<file path="config.mk">
export PLATFORM = sky130hd
export DESIGN_NAME = insn_encoder
export DESIGN_NICKNAME = d
export VERILOG_FILES = /design/src/rtl/insn_encoder.sv
export SDC_FILE = /design/constraint.sdc
export NUM_CORES = 1
export LEC_CHECK = 0
export ABC_AREA = 1
export CAP_MARGIN = 30
export CORE_MARGIN = 4
export CORE_UTILIZATION = 43
export CTS_CLUSTER_DIAMETER = 30
export DETAILED_ROUTE_END_ITERATION = 16
export PLACE_DENSITY = 0.87
export SLEW_MARGIN = 10
export SYNTH_ARGS = -nofsm -noshare
export SYNTH_HDL_FRONTEND = slang
export SYNTH_SLANG_ARGS = --single-unit
</file>
<file path="constraint.sdc">
create_clock -name clk -period 1.5 [get_ports clk]
set_input_delay 0.225 -clock clk [delete_from_list [all_inputs] [get_ports clk]]
set_output_delay 0.225 -clock clk [all_outputs]
set_load 0.05 [all_outputs]
</file>
<file path="src/rtl/insn_encoder.sv">
// insn_encoder: packs opcode, register, funct and immediate fields into an
// RV32I instruction word. It also expands the LI pseudo-op into LUI, LUI+ADDI
// or a single ADDI.
//
// Handshake: a request is taken on a clock edge where in_valid & in_ready.
// A word is consumed on a clock edge where out_valid & out_ready.
// While out_valid & ~out_ready, out_insn and out_err do not change.
// There is one output register, so an accepted request appears on the outputs
// after the edge that accepted it.
//
// Optional feature: when ENC_RANGE_CHECK_EN is defined, out_err reports
// immediates that are out of range and opcodes that are not supported.
// Without the macro, out_err is tied to 0 and no range logic is built.
// dbg_state shows the FSM state: 0 = IDLE, 1 = LI_LO (ADDI half of LI pending).
module insn_encoder (
  input  logic        clk,
  input  logic        rst_n,
  input  logic        in_valid,
  output logic        in_ready,
  input  logic        in_li,
  input  logic [6:0]  in_opcode,
  input  logic [4:0]  in_rd,
  input  logic [4:0]  in_rs1,
  input  logic [4:0]  in_rs2,
  input  logic [2:0]  in_funct3,
  input  logic [6:0]  in_funct7,
  input  logic [31:0] in_imm,
  output logic        out_valid,
  input  logic        out_ready,
  output logic [31:0] out_insn,
  output logic        out_err,
  output logic        dbg_state
);

  localparam logic [6:0]  OPC_LUI    = 7'b0110111;
  localparam logic [6:0]  OPC_AUIPC  = 7'b0010111;
  localparam logic [6:0]  OPC_JAL    = 7'b1101111;
  localparam logic [6:0]  OPC_JALR   = 7'b1100111;
  localparam logic [6:0]  OPC_OP_IMM = 7'b0010011;
  localparam logic [6:0]  OPC_LOAD   = 7'b0000011;
  localparam logic [6:0]  OPC_BRANCH = 7'b1100011;
  localparam logic [6:0]  OPC_STORE  = 7'b0100011;
  localparam logic [6:0]  OPC_OP     = 7'b0110011;
  localparam logic [31:0] NOP        = 32'h00000013;

  typedef enum logic {IDLE = 1'b0, LI_LO = 1'b1} state_t;

  state_t      state, state_nxt;
  logic        accept, take;
  logic [31:0] enc_insn;
  logic        enc_err;
  logic        li_fits, li_need_lo;
  logic [19:0] li_hi;
  logic [31:0] li_word;
  logic [4:0]  li_rd;
  logic [11:0] li_lo;

  assign accept = in_valid & in_ready;
  assign take   = out_valid & out_ready;

  // Plain field packing for each supported opcode. Unsupported opcodes produce a NOP.
  always_comb begin
    enc_insn = NOP;
    case (in_opcode)
      OPC_LUI, OPC_AUIPC:
        enc_insn = {in_imm[31:12], in_rd, in_opcode};
      OPC_JAL:
        enc_insn = {in_imm[20], in_imm[10:1], in_imm[11], in_imm[19:12], in_rd, in_opcode};
      OPC_JALR, OPC_OP_IMM, OPC_LOAD:
        enc_insn = {in_imm[11:0], in_rs1, in_funct3, in_rd, in_opcode};
      OPC_BRANCH:
        enc_insn = {in_imm[12], in_imm[10:5], in_rs2, in_rs1, in_funct3, in_imm[4:1],
                    in_imm[11], in_opcode};
      OPC_STORE:
        enc_insn = {in_imm[11:5], in_rs2, in_rs1, in_funct3, in_imm[4:0], in_opcode};
      OPC_OP:
        enc_insn = {in_funct7, in_rs2, in_rs1, in_funct3, in_rd, in_opcode};
      default:
        enc_insn = NOP;
    endcase
  end

`ifdef ENC_RANGE_CHECK_EN
  // Range rules: the immediate must be representable in the field it is truncated into.
  always_comb begin
    enc_err = 1'b0;
    case (in_opcode)
      OPC_LUI, OPC_AUIPC:
        enc_err = |in_imm[11:0];
      OPC_JAL:
        enc_err = (in_imm[31:20] != {12{in_imm[20]}}) | in_imm[0];
      OPC_JALR, OPC_OP_IMM, OPC_LOAD, OPC_STORE:
        enc_err = (in_imm[31:11] != {21{in_imm[11]}});
      OPC_BRANCH:
        enc_err = (in_imm[31:12] != {20{in_imm[12]}}) | in_imm[0];
      OPC_OP:
        enc_err = 1'b0;
      default:
        enc_err = 1'b1;
    endcase
  end
`else
  assign enc_err = 1'b0;
`endif

  // LI expansion. The upper part is rounded so that the ADDI's sign-extended
  // low 12 bits add back to the full value. (imm + 0x800) >> 12 equals imm[31:12] + imm[11].
  assign li_fits    = (in_imm[31:11] == {21{in_imm[11]}});
  assign li_hi      = in_imm[31:12] + {19'd0, in_imm[11]};
  assign li_need_lo = ~li_fits & (|in_imm[11:0]);
  assign li_word    = li_fits ? {in_imm[11:0], 5'd0, 3'b000, in_rd, OPC_OP_IMM}
                              : {li_hi, in_rd, OPC_LUI};

  // FSM state register
  always_ff @(posedge clk) begin
    if (!rst_n) state <= IDLE;
    else        state <= state_nxt;
  end

  // FSM next state: go to LI_LO only for an LI that needs a second word,
  // and return to IDLE once the LUI word has been taken.
  always_comb begin
    state_nxt = state;
    case (state)
      IDLE:    if (accept && in_li && li_need_lo) state_nxt = LI_LO;
      LI_LO:   if (take) state_nxt = IDLE;
      default: state_nxt = IDLE;
    endcase
  end

  // FSM outputs: accept requests only when idle and the output register is free or draining.
  always_comb begin
    in_ready  = rst_n & (state == IDLE) & (~out_valid | out_ready);
    dbg_state = (state == LI_LO);
  end

  // Output register and the latched LI fields for the pending ADDI.
  always_ff @(posedge clk) begin
    if (!rst_n) begin
      out_valid <= 1'b0;
      out_insn  <= 32'd0;
      out_err   <= 1'b0;
      li_rd     <= 5'd0;
      li_lo     <= 12'd0;
    end else if (accept) begin
      out_valid <= 1'b1;
      out_insn  <= in_li ? li_word : enc_insn;
      out_err   <= in_li ? 1'b0 : enc_err;
      if (in_li) begin
        li_rd <= in_rd;
        li_lo <= in_imm[11:0];
      end
    end else if (state == LI_LO && take) begin
      out_valid <= 1'b1;
      out_insn  <= {li_lo, li_rd, 3'b000, li_rd, OPC_OP_IMM};
      out_err   <= 1'b0;
    end else if (take) begin
      out_valid <= 1'b0;
    end
  end

endmodule

</file>
==> results of run 1 <==
tightest hold or removal path: cells and delay by family:
family,cells,cell delay (ns)
AND/OR/NAND/NOR,1,0.07
buffers and inverters,2,0.27
AO/OA/AOI/OAI,1,0.16
power by group through the flow:
stage / registers, mW / logic [mW] / clock network (mW)
floorplan: 1.70 / 0.389 / 0
global placement: 1.52 / 1.24 / 0
detailed placement: 1.52 / 1.26 / 0
CTS: 1.49 / 1.30 / 0.897
global route: 1.50 / 1.44 / 0.973
finish: 1.49 / 1.37 / 0.920
routing by layer:
layer  routed length (um)  share of wire (%)  vias to the layer above
met3                 1378                8.8                       68
met5                    0                  0                        -
met1                 5900                 38                     2308
met2                 7582                 49                      321
met4                  751                4.8                        0
li1                     -                  -                     2288
cell type report:
cell class,instances,area [um2]
timing repair buffer,239,2168
sequential,51,1026
clock inverter,1,7.507
multi-input combinational,417,2439
clock buffer,7,96.34
inverter,59,227.7
tap,102,127.6
fill,567,1755
Yosys cell counts, drive strengths merged (4+ instances only):
library cell    n  area share [%]
o221ai         10             2.5
or2             4            0.71
buf            14             2.7
nand4          13             2.3
inv            58             6.3
a21oi          52             8.1
nor3            8             1.6
xnor2           4             1.0
nand3          38             5.9
xor2            6             1.5
o21ai          42             6.1
nor2           62             8.0
a31oi           4            0.71
a22o            4             1.0
dfxtp          51              29
a22oi           7             1.5
nand2         143              16
clkbuf          7            0.75
worst paths after layout:
path / start / end / slack (ns) / cells after the start
worst min register to register: out_insn[5] / out_insn[5] / 0.47 / 2
worst max register to register: out_valid / out_insn[12] / -0.09 / 11
worst min-delay path: out_ready / out_valid / 0.45 / 4
worst max-delay path: in_opcode[6] / out_insn[7] / -0.1 / 10
cell usage in the layout, fill, tap and decap left out, drive strengths merged:
master | netlist | final
inv | 58 | 58
ha | 2 | 2
xor2 | 6 | 6
nor4 | 3 | 3
clkinvlp | 0 | 1
o31ai | 1 | 1
nor2 | 62 | 62
dfxtp | 51 | 51
clkdlybuf4s15 | 0 | 13
nand4 | 13 | 13
xnor2 | 4 | 4
o21ai | 42 | 42
o21bai | 3 | 3
clkdlybuf4s50 | 0 | 38
a31oi | 4 | 4
a21oi | 52 | 52
nor3 | 8 | 8
a22o | 4 | 4
and3 | 2 | 2
clkbuf | 7 | 9
o2111ai | 1 | 1
o22ai | 2 | 2
buf | 14 | 174
nand3 | 38 | 38
o221ai | 10 | 10
o211ai | 3 | 3
conb | 1 | 1
a22oi | 7 | 7
or2 | 4 | 4
dlygate4sd2 | 0 | 12
clkinv | 1 | 1
a41oi | 2 | 2
nand2 | 143 | 143
cells by family after synthesis:
logic type / count (synthesis) / share of synthesized area (%)
AOI/OAI and AO/OA: 131 / 22.47
buffers and inverters: 80 / 9.807
adders and majority gates: 2 / 0.7132
xor gates and xnor gates: 10 / 2.496
and+or+nand+nor: 273 / 35.31
other: 1 / 0.1069
DFF: 51 / 29.10
sequential cells by signal, indices dropped and copies added, names as in the netlist:
name / flops
dbg_state: 1
out_insn: 32
out_valid: 1
li_rd: 5
li_lo: 12
timing repair:
item                       in CTS  in global routing
cloned                          1                  1
gates resized for setup       102                 48
setup buffers                  15                  5
setup endpoints to repair      49                 47
pin swaps                      35                 19
hold buffers                    0                  0
==> summary.md, run 1 <==
| Metric | Value |
|---|---|
| Final instance area | `6092 um2` |
| CP endpoint kind | `flip-flop` |
| Met3 Use GR | `around 5.1%` |
| Core area | `between 7000 and 8000 um2` |
| Total power draw | `3.779 mW` |
| Post-synthesis sequential area ratio | `29.10%` |
| Die extent in y | `98.33 um` |
| Largest net degree at the start of global routing | `36` |
| First-pass GRT wire length | `23780 um` |
| All-Layer GR Usage | `30.23%` |
| Total net switching power | `1.316 mW` |
| Via count | `4985` |
| Ys async rst share | `0%` |
| Synth unique cells | `45` |
| Clock slew at reported path FFs | `approximately 0.10 ns` |
| Yosys synthesis warning count | `0` |
| Mapped Cells | `~550` |
| DR pass1 iterations | `5` |
| Gate power share | `36.2%` |
| WS Path Type | `primary input to flip-flop` |
| Crit path largest cell delay | `0.29 ns` |
| Met1 GRT Util | `37.54%` |
| Vias per std cell | `5.691` |
| Clk buf depth | `2` |
| Port Buffers | `103` |
| Initial Util | `44.71%` |
| Layout cells sized above 1 | `36.56%` |
| Ant diodes | `0` |
| CP startpoint kind | `primary input` |
| CTS sink cnt | `51` |
| Overall die width | `roughly 98 um` |
| CTS buffer count | `5` |
| Yosys reg bits | `~50` |
| Detail Route Antenna Nets | `0` |
| Synth Area per Inst | `6.402 um2` |
| Initial antenna violation count | `0` |
| Buffers and inverters on the worst path | `3` |
| Vias in the first global route | `between 4k and 5k` |
| Clk_lat worst skew | `0.31 ns` |
| GR Overflow Total | `0` |
| Cell-internal power | `2.464 mW` |
| Failing checks | `negative setup slack` |
| CTS H-Tree Depth | `2` |
| GR Util met2 | `between 50% and 60%` |
| RSZ-0062 raised after global routing | `yes` |
| Worst EP required | `roughly 1.7 ns` |
| CP max stage cell | `dlygate4sd2_1` |
| Final hold vios | `0` |
| CP Cell Sequence | `dlygate4sd2_1 > buf_4 > nor2_4 > buf_4 > nand3_4 > nand4_1 > nand2_1 > o211ai_1 > nand2_1 > a31oi_1` |
| Mapped cell area | `3508 um2` |
| Fin nets | `844` |
| Crit path max fanout | `5` |
| Hold Slack | `0.4532 ns` |
| Setup violations, final | `18` |
| Critical path arrival | `~1.8 ns` |
| Global placement routability congestion | `0.9664` |
| Max Cap Viol | `0` |
| WL final | `between 15000 and 20000 um` |
| Worst path top cell family by delay | `simple AND/OR/NAND/NOR gates` |
| Outcome | `finished with violations` |
| Starting DRT DRC Count | `345` |
| Max Clock Skew | `0.008973 ns` |
| Final HPWL from detailed placement | `11610 um` |
| Fin crit share | `106.5%` |
| Fmax | `approximately 630 MHz` |
| Post-route setup slack | `-0.09685 ns` |
| Fin. max-slew vios | `0` |
| DP Area | `around 5500 um2` |
| Post-route insts no fill | `876` |
| Dpl ws | `-0.6829 ns` |
| Clock network fraction of design power | `roughly 24%` |
| Placement Rows | `32` |
| Final Util | `77.63%` |
| # IOs | `105` |
| Seq pwr share | `39.5%` |
| Syn_nets | `619` |
| Prevailing post-synth register cell | `dfxtp_1` |
| Die Footprint | `9668 um2` |
| Number of synthesized flops with an enable pin | `0` |
| GR peak layer | `met2` |
| WL per Instance | `between 15 and 20 um` |
| Dpl cells | `847` |
| Hold Path Class | `primary input to flip-flop` |
| Final setup TNS | `-0.5492 ns` |
| Root buffer cell | `clkbuf_8` |
| Leakage | `2.807 nW` |
| CTS tree | `done` |
| # DRC | `0` |
| Sw Share | `34.81%` |
| Pwr dens | `620.4 nW/um2` |
| Maximum VDD drop | `approximately 0.61 mV` |
| Area delta synth->final | `73.64%` |
| Min Tclk post-route | `~1.6 ns` |
No activity file was read; power rests on OpenSTA's default activity.
==> run 2, diff against run 1 <==
Settings changed: TNS_END_PERCENT set to 50.
==> run 2 against run 1 <==
Net effect:
- the flow still finishes with violations (negative setup slack)
- clock power rose by 2.4%
- highest routed layer unchanged
- sequential share of layout area rose by 0.26 points
- die area did not move
- global-route usage fell by 0.54 points
- first-iteration DRC count rose by 5.2%
- clock skew barely moved
- non-clock buffer count fell by 11
- via count fell by 1.2%
==> summary.md, run 2 (synthesized netlist as in run 1, its figures left out) <==
| Metric | Value |
|---|---|
| Fin crit share | `106.3% (-0.19 points)` |
| WL per Instance | `17.71 um (-0.61%)` |
| Hold Path Class | `primary input to flip-flop` |
| CTS H-Tree Depth | `2 (unchanged)` |
| Failing checks | `negative setup slack` |
| Vias per std cell | `5.691 (about the same)` |
| Fmax | `627.4 MHz (+0.18%)` |
| Core area | `7848 um2 (unchanged)` |
| GR Overflow Total | `0 (unchanged)` |
| Clk buf depth | `2 (unchanged)` |
| Clock slew at reported path FFs | `0.09 ns (about the same)` |
| Setup violations, final | `23 (+5)` |
| Fin nets | `833 (-1.3%)` |
| # IOs | `105 (unchanged)` |
| Critical path arrival | `1.83 ns (about the same)` |
| Min Tclk post-route | `1.594 ns (-0.002843 ns)` |
| Global placement routability congestion | `0.9600 (-0.66%)` |
| Initial antenna violation count | `0 (unchanged)` |
| Crit path largest cell delay | `0.37 ns (+0.08 ns)` |
| Max reg flops | `32 (unchanged)` |
| Outcome | `finished with violations` |
| Die extent in y | `98.33 um (unchanged)` |
| Via count | `4923 (-1.2%)` |
| Crit path max fanout | `6 (+1)` |
| Pwr dens | `634.0 nW/um2 (+2.2%)` |
| Multi-input logic area | `2466 um2 (+1.1%)` |
| Register area | `1026 um2 (unchanged)` |
| CTS buffer count | `5 (unchanged)` |
| CP startpoint kind | `flip-flop` |
| Port Buffers | `103 (unchanged)` |
| Filler cell count | `622 (+9.7%)` |
| Die Footprint | `9668 um2 (unchanged)` |
| Fin. max-slew vios | `0 (unchanged)` |
| Worst EP required | `1.73 ns (about the same)` |
| All-Layer GR Usage | `29.69% (-0.54 points)` |
| Vias in the first global route | `4738 (-2.9%)` |
| CP Cell Sequence | `inv_4 > nor2_4 > nor3_4 > nand2_4 > nor2_4 > buf_4 > nand3_1 > o21ai_1 > nand2_1 > a21oi_1` |
| WS Path Type | `flip-flop to flip-flop` |
| DR pass1 iterations | `5 (unchanged)` |
| # DRC | `0 (unchanged)` |
| Detail Route Antenna Nets | `0 (unchanged)` |
| Max Cap Viol | `0 (unchanged)` |
| Ant diodes | `0 (unchanged)` |
| Final hold vios | `0 (unchanged)` |
| CP most frequent cell | `nor2_4` |
| CTS sink cnt | `51 (unchanged)` |
| RSZ-0062 raised after global routing | `yes` |
| Top flop regs | `out_insn (32), li_lo (12), li_rd (5)` |
| Largest net degree at the start of global routing | `36 (unchanged)` |
| Post-route setup slack | `-0.09401 ns (+0.002843 ns)` |
| Hold Slack | `0.3939 ns (-0.05933 ns)` |
| First-pass GRT wire length | `23130 um (-2.7%)` |
| Worst path top cell family by delay | `simple AND/OR/NAND/NOR gates` |
| CP max stage cell | `dfxtp_4` |
| Initial Util | `44.71% (unchanged)` |
| Buffers and inverters on the worst path | `2 (-1)` |
| Dpl cells | `841 (-0.71%)` |
| Maximum VDD drop | `0.4242 mV (-31%)` |
| Post-route insts no fill | `865 (-1.3%)` |
| Commonest non-fill, non-tap cell in the layout | `buf_4` |
| CTS tree | `done` |
| Max Clock Skew | `0.008486 ns (-0.0004874 ns)` |
| Largest Register | `out_insn` |
| Layout cells sized above 1 | `36.70% (+0.13 points)` |
| Placement Rows | `32 (unchanged)` |
| Clk_lat worst skew | `0.30 ns (about the same)` |
| Starting DRT DRC Count | `363 (+5.2%)` |
| Most frequent cells in the layout | `136 x buf_4, 118 x nand2_1, 49 x dfxtp_1` |
| Hold-fix buffers at CTS | `0 (unchanged)` |
| WL final | `15320 um (-1.9%)` |
| Leakage | `2.779 nW (-1.0%)` |
| Root buffer cell | `clkbuf_8` |
| Overall die width | `98.33 um (unchanged)` |
| CP endpoint kind | `flip-flop` |
| Area delta synth->final | `71.01%` |
| Final HPWL from detailed placement | `11540 um (-0.67%)` |
-- run 2: cell count changes in the layout (fill, tap and decap cells not counted), sizes merged --
cell	delta
clkdlybuf4s15	-5
clkbuf	+7
dlygate4sd2	-2
buf	-11
bufinv	+1
clkinvlp	-1
-- run 2: worst min-delay path, cell delays in order --
cell and delay [ns]:
clkbuf_2 0.12, inv_1 0.08, o21ai_0 0.08, nand2_1 0.06
a21oi_1 0.06
-- run 2: timing repair --
action	in CTS	in global routing
endpoints found under the setup margin	45	48
pin swaps	33	25
gates resized for setup	97	74
setup buffers	8	8
-- run 2: path summary, 6_finish.rpt --
check                   from      endpoint  slack, ns  cells past startpoint
setup / recovery   out_valid  out_insn[17]      -0.09                     10
hold / removal    in_imm[16]  out_insn[16]       0.39                      5
setup reg to reg   out_valid  out_insn[17]      -0.09                     10
hold reg to reg     li_lo[3]      li_lo[3]       0.47                      2
-- run 2: where the power goes --
part	switching [mW]	total, mW	internal [mW]
sequential	0.0584	1.49	1.43
combinational	0.764	1.37	0.605
clock	0.443	0.942	0.500
-- run 2: stage by stage --
step | instance area [um2] | setup TNS (ns) | util [%] | total power [mW] | setup slack [ns]
after global placement | 5453 | -21.97 | 69.48 | 2.755 | -0.6089
final | 6000 | -0.8260 | 76.45 | 3.804 | -0.09401
after global routing | 6000 | -3.184 | 76.45 | 3.945 | -0.1717
after CTS | 5789 | -0.07190 | 73.77 | 3.723 | -0.01697
after detailed placement | 5453 | -25.12 | 69.48 | 2.777 | -0.7043
after floorplan | 3543 | -14.62 | - | 2.091 | -0.3932
-- run 2: cell type report --
cell class / instances / share of cell area [%]
Clock inverter: 1 / 0.5005
Timing Repair Buffer: 228 / 34.04
Clock buffer: 7 / 1.272
Sequential cell: 51 / 17.10
Inverter: 59 / 3.858
Tap cell: 102 / 2.127
Multi-Input combinational cell: 417 / 41.11
-- run 2: routing by layer --
layer	vias to the layer above	routed length, um	GRT usage (%)
li1	2273	-	-
met1	2266	5736	34.96
met2	318	7564	52.83
met3	66	1298	6.143
met4	0	722	10.92
met5	-	0	0
==> run 3, diff against run 2 <==
Settings changed: ABC_AREA 1 to not set, CORE_UTILIZATION 43 to 44, PLACE_DENSITY 0.87 to 0.88.
==> run 3 against run 2 <==
Net effect:
- the flow still finishes with violations (negative setup slack)
- critical path depth is 2 lower
- sequential power rose by 3%
- global-route usage is 3.1 points higher
- sequential share of layout area fell by 1.3 points
- final area rose by 8.4%
- largest cell class unchanged
==> summary.md, run 3 <==
| Metric | Value |
|---|---|
| Initial antenna violation count | `0 (unchanged)` |
| Port Buffers | `103 (unchanged)` |
| Most frequent cells in the layout | `143 x buf_4, 55 x nand2_1, 49 x dfxtp_1` |
| Vias per std cell | `6.727 (+18%)` |
| Worst EP required | `1.72 ns (about the same)` |
| Dpl cells | `747 (-11%)` |
| Post-route setup slack | `-0.2109 ns (-0.1169 ns)` |
| Max Clock Skew | `0.01896 ns (+0.01048 ns)` |
| Setup violations, final | `29 (+26%)` |
| WL per Instance | `24.38 um (+38%)` |
| Yosys reg bits | `51 (unchanged)` |
| Synth Area per Inst | `7.839 um2 (+22%)` |
| Final setup TNS | `-3.253 ns (-2.427 ns)` |
| WL final | `19020 um (+24%)` |
| Count leader, synth | `nand2_1` |
| Number of synthesized flops with an enable pin | `0 (unchanged)` |
| Total power draw | `4.067 mW (+6.9%)` |
| All-Layer GR Usage | `32.79% (+3.1 points)` |
| First-pass GRT wire length | `25910 um (+12%)` |
| # IOs | `105 (unchanged)` |
| Failing checks | `negative setup slack` |
| GR Overflow Total | `0 (unchanged)` |
| Area contributors post-synth | `dfxtp_1 28%, nand2_1 6.1%, a21boi_0 4.8%` |
| Max Cap Viol | `0 (unchanged)` |
| Area delta synth->final | `80.40%` |
| Post-route insts no fill | `780 (-9.8%)` |
| Global placement routability congestion | `0.9833 (+2.4%)` |
| Worst r2r dst | `out_insn[16]` |
| Critical path arrival | `1.93 ns (+0.10 ns)` |
| Register area | `1028 um2 (+0.24%)` |
| Reg2Reg Setup Slack | `-0.18 ns (-0.09 ns)` |
| Largest net degree at the start of global routing | `45 (+25%)` |
| Post-synthesis sequential area ratio | `28.31% (-0.79 points)` |
| Placement Rows | `32 (unchanged)` |
| Top flop regs | `out_insn (32), li_lo (12), li_rd (5)` |
| RSZ-0062 raised after global routing | `yes` |
| Clk_lat worst skew | `0.33 ns (+0.03 ns)` |
| CTS sink cnt | `51 (unchanged)` |
| Via count | `5247 (+6.6%)` |
| Setup crit end | `out_insn[21]` |
| Yosys synthesis warning count | `0 (unchanged)` |
| Mapped Cells | `460 (-16%)` |
| Largest Register | `out_insn` |
| Buffers and inverters on the worst path | `2 (unchanged)` |
| Syn_nets | `531 (-14%)` |
| Leakage | `2.612 nW (-6.0%)` |
| Multi-input logic area | `2942 um2 (+19%)` |
| Mapped cell area | `3606 um2 (+2.8%)` |
| Final hold vios | `0 (unchanged)` |
| Filler cell count | `463 (-26%)` |
| DR pass1 iterations | `5 (unchanged)` |
| CP max stage cell | `or3_4` |
| Overall die width | `98.53 um (+0.21%)` |
| Fin crit share | `114.1% (+7.8 points)` |
| Final instance area | `6505 um2 (+8.4%)` |
| Maximum VDD drop | `0.4799 mV (+13%)` |
| Clock slew at reported path FFs | `0.10 ns (about the same)` |
| CP endpoint kind | `flip-flop` |
| Prevailing post-synth register cell | `dfxtp_1` |
| CP Cell Sequence | `buf_2 > ha_4 > or3_4 > o32ai_4 > o211ai_4 > buf_6 > mux2i_1 > o2bb2ai_2` |
| Outcome | `finished with violations` |
| Fmax | `584.5 MHz (-6.8%)` |
| Ys async rst share | `0% (unchanged)` |
| Commonest cells post-synth | `59 x nand2_1, 51 x dfxtp_1, 32 x nand3_1` |
| Fin nets | `748 (-10%)` |
| # DRC | `0 (unchanged)` |
| Die Footprint | `9708 um2 (+0.42%)` |
| CTS tree | `done` |
| Worst path top cell family by delay | `compound AO/OA/AOI/OAI gates` |
| Share of the synthesized area in the top cell type | `28.31% (-0.79 points)` |
| Synth unique cells | `68 (+51%)` |
| Crit path max fanout | `6 (unchanged)` |
| R2R cell count | `7 (-3)` |
| Crit path depth | `8 (-2)` |
| Detail Route Antenna Nets | `0 (unchanged)` |
| Layout cells sized above 1 | `44.54% (+7.8 points)` |
| Starting DRT DRC Count | `750 (+110%)` |
| Cell taking the most area after synthesis | `dfxtp_1` |
| Initial Util | `45.95% (+1.2 points)` |
| Crit path largest cell delay | `0.40 ns (+0.03 ns)` |
| Core area | `7848 um2 (unchanged)` |
| Ant diodes | `0 (unchanged)` |
| Hold Path Class | `primary input to flip-flop` |
| Vias in the first global route | `4973 (+5.0%)` |
| Pwr dens | `625.3 nW/um2 (-1.4%)` |
| Clk buf depth | `2 (unchanged)` |
| DP Area | `5720 um2 (+4.9%)` |
| Final Util | `82.89% (+6.4 points)` |
| CTS H-Tree Depth | `2 (unchanged)` |
| Max reg flops | `32 (unchanged)` |
| WS Path Type | `primary input to flip-flop` |
| CP startpoint | `in_imm[11]` |
| Min Tclk post-route | `1.711 ns (+0.1169 ns)` |
| Fin. max-slew vios | `0 (unchanged)` |
| Die extent in y | `98.53 um (+0.21%)` |
| Commonest non-fill, non-tap cell in the layout | `buf_4` |
| Final HPWL from detailed placement | `11750 um (+1.9%)` |
| Critical R2R Launch | `dbg_state` |
| Root buffer cell | `clkbuf_8` |
| CTS buffer count | `5 (unchanged)` |
| CP startpoint kind | `primary input` |
==> run 3: kinds of logic (layout without fill, tap and decap cells) <==
logic type	count (synthesis)	after routing	share of synthesized area (%)
mux	7	7	1.978
compound gates	162	163	34.07
buf+inv	52	269	6.141
other cells	1	1	0.1040
simple gates	170	170	25.05
xor+xnor	15	15	3.643
fa+ha+maj	2	2	0.6939
flops	51	51	28.31
==> run 3: where the power goes <==
part | internal, mW | total (mW) | switching [mW]
clock | 0.332 | 0.868 | 0.536
combinational | 0.771 | 1.67 | 0.897
sequential | 1.44 | 1.53 | 0.0911
==> run 3: metrics by stage <==
stage / hold slack, ns / worst slack [ns]
after floorplan: 0.3699 / -0.2923
after global placement: 0.4431 / -0.8796
after global routing: 0.4089 / -0.2488
after CTS: 0.3629 / -0.07617
final: 0.3754 / -0.2109
after detailed placement: 0.4569 / -0.9229
==> run 3: how the worst min path moves through the flow <==
stage	from	endpoint	slack (ns)	cells after the start
finish	in_imm[18]	out_insn[18]	0.38	4
global route	in_imm[18]	out_insn[18]	0.41	4
CTS	in_imm[18]	out_insn[18]	0.36	4
detailed placement	out_insn[0]	out_insn[0]	0.46	1
global placement	out_insn[2]	out_insn[2]	0.44	2
floorplan	in_imm[0]	li_lo[0]	0.37	2
==> run 3: layer usage <==
metal | track usage, % | up-vias | part of all wire (%)
met5 | 0 | - | 0
met4 | 14.50 | 0 | 7.7
met3 | 6.865 | 158 | 11
met2 | 54.65 | 475 | 46
met1 | 40.77 | 2411 | 35
li1 | - | 2203 | -
==> run 3: worst min-delay path, delay by kind of cell <==
family	cells	cell delay [ns]
buffers and inverters	2	0.24
AO/OA/AOI/OAI	2	0.18
==> run 3: cell type report <==
class | instances | area share (%)
clock buffer | 6 | 1.116
clock inverter | 2 | 0.2116
inverter | 14 | 0.8078
multi-input combinational | 358 | 45.22
sequential | 51 | 15.81
tap | 102 | 1.962
timing repair buffer | 247 | 34.87
==> run 3: timing repair <==
item	CTS	global route
hold buffers	0	0
cloned	1	3
setup buffers	10	13
resized for setup	124	71
setup endpoints to repair	48	47
pin swaps	30	27
